===== src/rtl/four_bit_alu.sv =====
// Registered ALU: A plus a select-shaped Y operand plus carry-in through a
// ripple-carry chain; D and Cout load on every rising clk edge.
module four_bit_alu #(
   parameter int WIDTH = 4
) (
   input  logic             clk,
   input  logic             rst,
   input  logic [WIDTH-1:0] A,
   input  logic [WIDTH-1:0] B,
   input  logic             S1,
   input  logic             S0,
   input  logic             Cin,
   output logic [WIDTH-1:0] D,
   output logic             Cout
);

   typedef enum logic [1:0] {
      SEL_B     = 2'b00,
      SEL_NOT_B = 2'b01,
      SEL_ZERO  = 2'b10,
      SEL_ONES  = 2'b11
   } y_sel_e;

   y_sel_e           y_sel;
   logic [WIDTH-1:0] y;
   logic [WIDTH-1:0] sum;
   logic [WIDTH:0]   carry;

   assign y_sel = y_sel_e'({S1, S0});

   // NOTE: y gets a default before the case so no path leaves it unassigned,
   // which would infer a latch.
   always_comb begin
      y = B;
      unique case (y_sel)
         SEL_B:     y = B;
         SEL_NOT_B: y = ~B;
         SEL_ZERO:  y = '0;
         SEL_ONES:  y = '1;
         default:   y = B;
      endcase
   end

   // One full adder per bit; each stage consumes the previous stage's carry.
   assign carry[0] = Cin;

   for (genvar i = 0; i < WIDTH; i++) begin : g_stage
      logic p;
      assign p          = A[i] ^ y[i];
      assign sum[i]     = p ^ carry[i];
      assign carry[i+1] = (A[i] & y[i]) | (p & carry[i]);
   end

   // NOTE: registers use non-blocking assignments so every flop samples
   // values from before the edge, independent of statement order.
   always_ff @(posedge clk or posedge rst) begin
      if (rst) begin
         D    <= '0;
         Cout <= 1'b0;
      end else begin
         D    <= sum;
         Cout <= carry[WIDTH];
      end
   end

endmodule


===== config.mk =====
export PLATFORM = sky130hd
export DESIGN_NAME = four_bit_alu
export DESIGN_NICKNAME = d
export VERILOG_FILES = /design/src/rtl/four_bit_alu.sv
export SDC_FILE = /design/constraint.sdc
export NUM_CORES = 1
export LEC_CHECK = 0
export ABC_AREA = 1
export CAP_MARGIN = 20
export CORE_AREA = 2 2 39 41
export CTS_BUF_LIST = sky130_fd_sc_hd__clkbuf_2
export DETAILED_ROUTE_END_ITERATION = 12
export DIE_AREA = 0 0 41 43
export GPL_TIMING_DRIVEN = 0
export PLACE_DENSITY = 0.62
export SKIP_CTS_REPAIR_TIMING = 1
export SYNTH_ARGS = -nofsm -noshare
export SYNTH_HDL_FRONTEND = slang
export SYNTH_SLANG_ARGS = --single-unit

===== constraint.sdc =====
create_clock -name clk -period 0.8 [get_ports clk]
set_input_delay 0.12 -clock clk [delete_from_list [all_inputs] [get_ports clk]]
set_output_delay 0.12 -clock clk [all_outputs]
set_load 0.1 [all_outputs]

==> results.yml <==
place:
  dpl_cell_area_um2: 517
  port_buffers: 17
  dp_hpwl_um: 476
  place.gp.congestion: 0.690
logic_synthesis:
  ys_seq_area_frac: 0.398
  synth_seq_cells: 5
  synth_compound_area_frac: 0
  synth_xor_area_frac: 0
  ys_warn_count: 0
  synth-simple-area-share: 0.239
  synth_top_family_by_area: "adder cells"
  synthAdderAreaFrac: 0.255
  synth.distinct_cells: 8
  syn_inst: 34
  syn_area_per_cell_um2: 9.24
  synth_nets: 51
  muxShareOfSynthArea: 0
  netlist_area_um2: 314
global_routing:
  grt_max_degree: 6
  track_usage: 0.0809
  antenna_found_initial: 0
  grt_pass1_vias: 255
  grt_first_pass_wirelength_um: 938
  grt-ovfl-total: 0
outcome:
  status: "finished, violations left"
  violations: "negative setup slack"
min_path:
  hold_path.class: "input pin to async pin"
layout:
  fin_util: 0.429
  antennaDiodeCount: 0
  final_area_um2: 594
  fillerInstances: 144
  area_delta_synth_final_pct: 89.2
  drive_gt1_frac: 0.418
  num-nets-final: 73
clock_tree:
  cts_inserted_buffers: 3
  cts_tree: "yes"
  cts.clk_slew.worst_paths_ns: 0.05
  clock-root-buffer: "clkbuf_2"
  clockBufferDepth: 2
  h-tree-depth: 1
  cts_sinks: 5
floorplan:
  core-area_mm2: 0.00138
  start_util: 0.227
  boundaryPins: 18
  dieWidth_um: 41
  die_h_um: 43
  num_rows: 14
  dieArea_mm2: 0.00176
sta:
  period_needed_ns: 1.90
  setup_viol: 10
  relSlewSlack: 0.881
  maxSlewViolCount: 0
  fin_ws_ns: -1.10
  hold_viol_final: 0
  rsz0062_at_grt: "yes"
  fmax_ghz: 0.525
  tightest_slew_ns: 0.178
  fin_crit_sh: 2.38
  finalSetupTns_ns: -3.81
power_and_ir_drop:
  power.total_uw: 1390
  peakVddDrop_uv: 533
  leakage_uw: 0.000306
  p_per_area_mw_per_mm2: 2330
critical_path:
  crit_arrival_ns: 1.99
  critPathKind: "input pin to flop"
  critPathMaxFanout: 2
  worstSetupEndpointType: "flop"
  required_ns: 0.88
  cp-start-kind: "input pin"
detailed_routing:
  wl_per_cell_um: 8.10
  drt_iter0_markers: 3
  antenna_left: 0
  dr.pass1.iters: 2
  drc_errors: 0
  vias_per_cell: 3.83
  num_vias: 272
  routed_wl_um: 575
job:
  drv_cap: 0
==> report_power, final <==
group	internal, µW	switching, µW	total (µW)	leakage [µW]
Clock	132	94.9	227	0.0000166
Combinational	291	510	801	0.000235
Sequential	316	41.7	357	0.0000543
Total	739	647	1390	0.000306
==> path summary, 6_finish.rpt <==
path	start	endpoint	slack (ns)
worst min-delay path	rst	D[1]	0.10
worst max-delay path	B[0]	D[3]	-1.10
max in group asynchronous	rst	Cout	0.52
min in group clk	Cin	D[0]	0.24
==> worst max-delay path, stage by stage <==
cell            delay, ns
dlymetal6s2s_1       0.13
or2_0                0.19
nand2_1              0.09
fa_2                 0.20
inv_2                0.04
fa_2                 0.36
fa_2                 0.39
inv_2                0.07
fa_1                 0.40
==> metal layers <==
| layer | wire [µm] | GRT usage |
|---|---|---|
| met2 | 306 | 0.113 |
| met1 | 199 | 0.0921 |
| met4 | 0 | 0.0800 |
| met5 | 0 | 0 |
| met3 | 69 | 0.0209 |
==> flip-flops by register name, indices dropped and copies added, names as in the netlist <==
name / flops
D: 4
Cout: 1
==> area by class of cell <==
cell class	count	area (µm²)	share of cell area
Clock buffer	4	20.0	0.0337
Inverter	9	36.3	0.0611
Multi-Input combinational cell	20	165	0.278
Sequential cell	5	130	0.219
Tap cell	16	20.0	0.0337
Timing Repair Buffer	17	223	0.375
==> placed cells by master (no fill, tap or decap), drive strengths merged <==
master         n
clkbuf         5
inv            9
fa             4
dfrtp          5
buf            6
clkdlybuf4s50  7
nand2          8
nand3          4
or2            4
dlymetal6s2s   3
==> cell usage after synthesis <==
cell,count,share of area
nand3_1,4,0.064
inv_1,8,0.096
inv_2,1,0.012
or2_1,2,0.040
nand2_1,8,0.096
fa_1,4,0.25
or2_0,2,0.040
dfrtp_1,5,0.40
==> kinds of logic (layout without fill, tap and decap cells) <==
| logic type | Yosys count | in the layout |
|---|---|---|
| AND/OR/NAND/NOR | 16 | 16 |
| flip-flops | 5 | 5 |
| buffers and inverters | 9 | 30 |
| adder cells (fa/ha/maj) | 4 | 4 |
==> per-stage QoR <==
stage | worst slack, ns | instances | hold WS (ns)
CTS | -1.45 | 71 | 0.100
global route | -1.15 | 71 | 0.112
finish | -1.10 | 71 | 0.101
global placement | -1.67 | 67 | 0.327
floorplan | -1.01 | 34 | -0.102
detailed placement | -1.69 | 67 | 0.339
No activity file was read; power rests on OpenSTA's default activity.
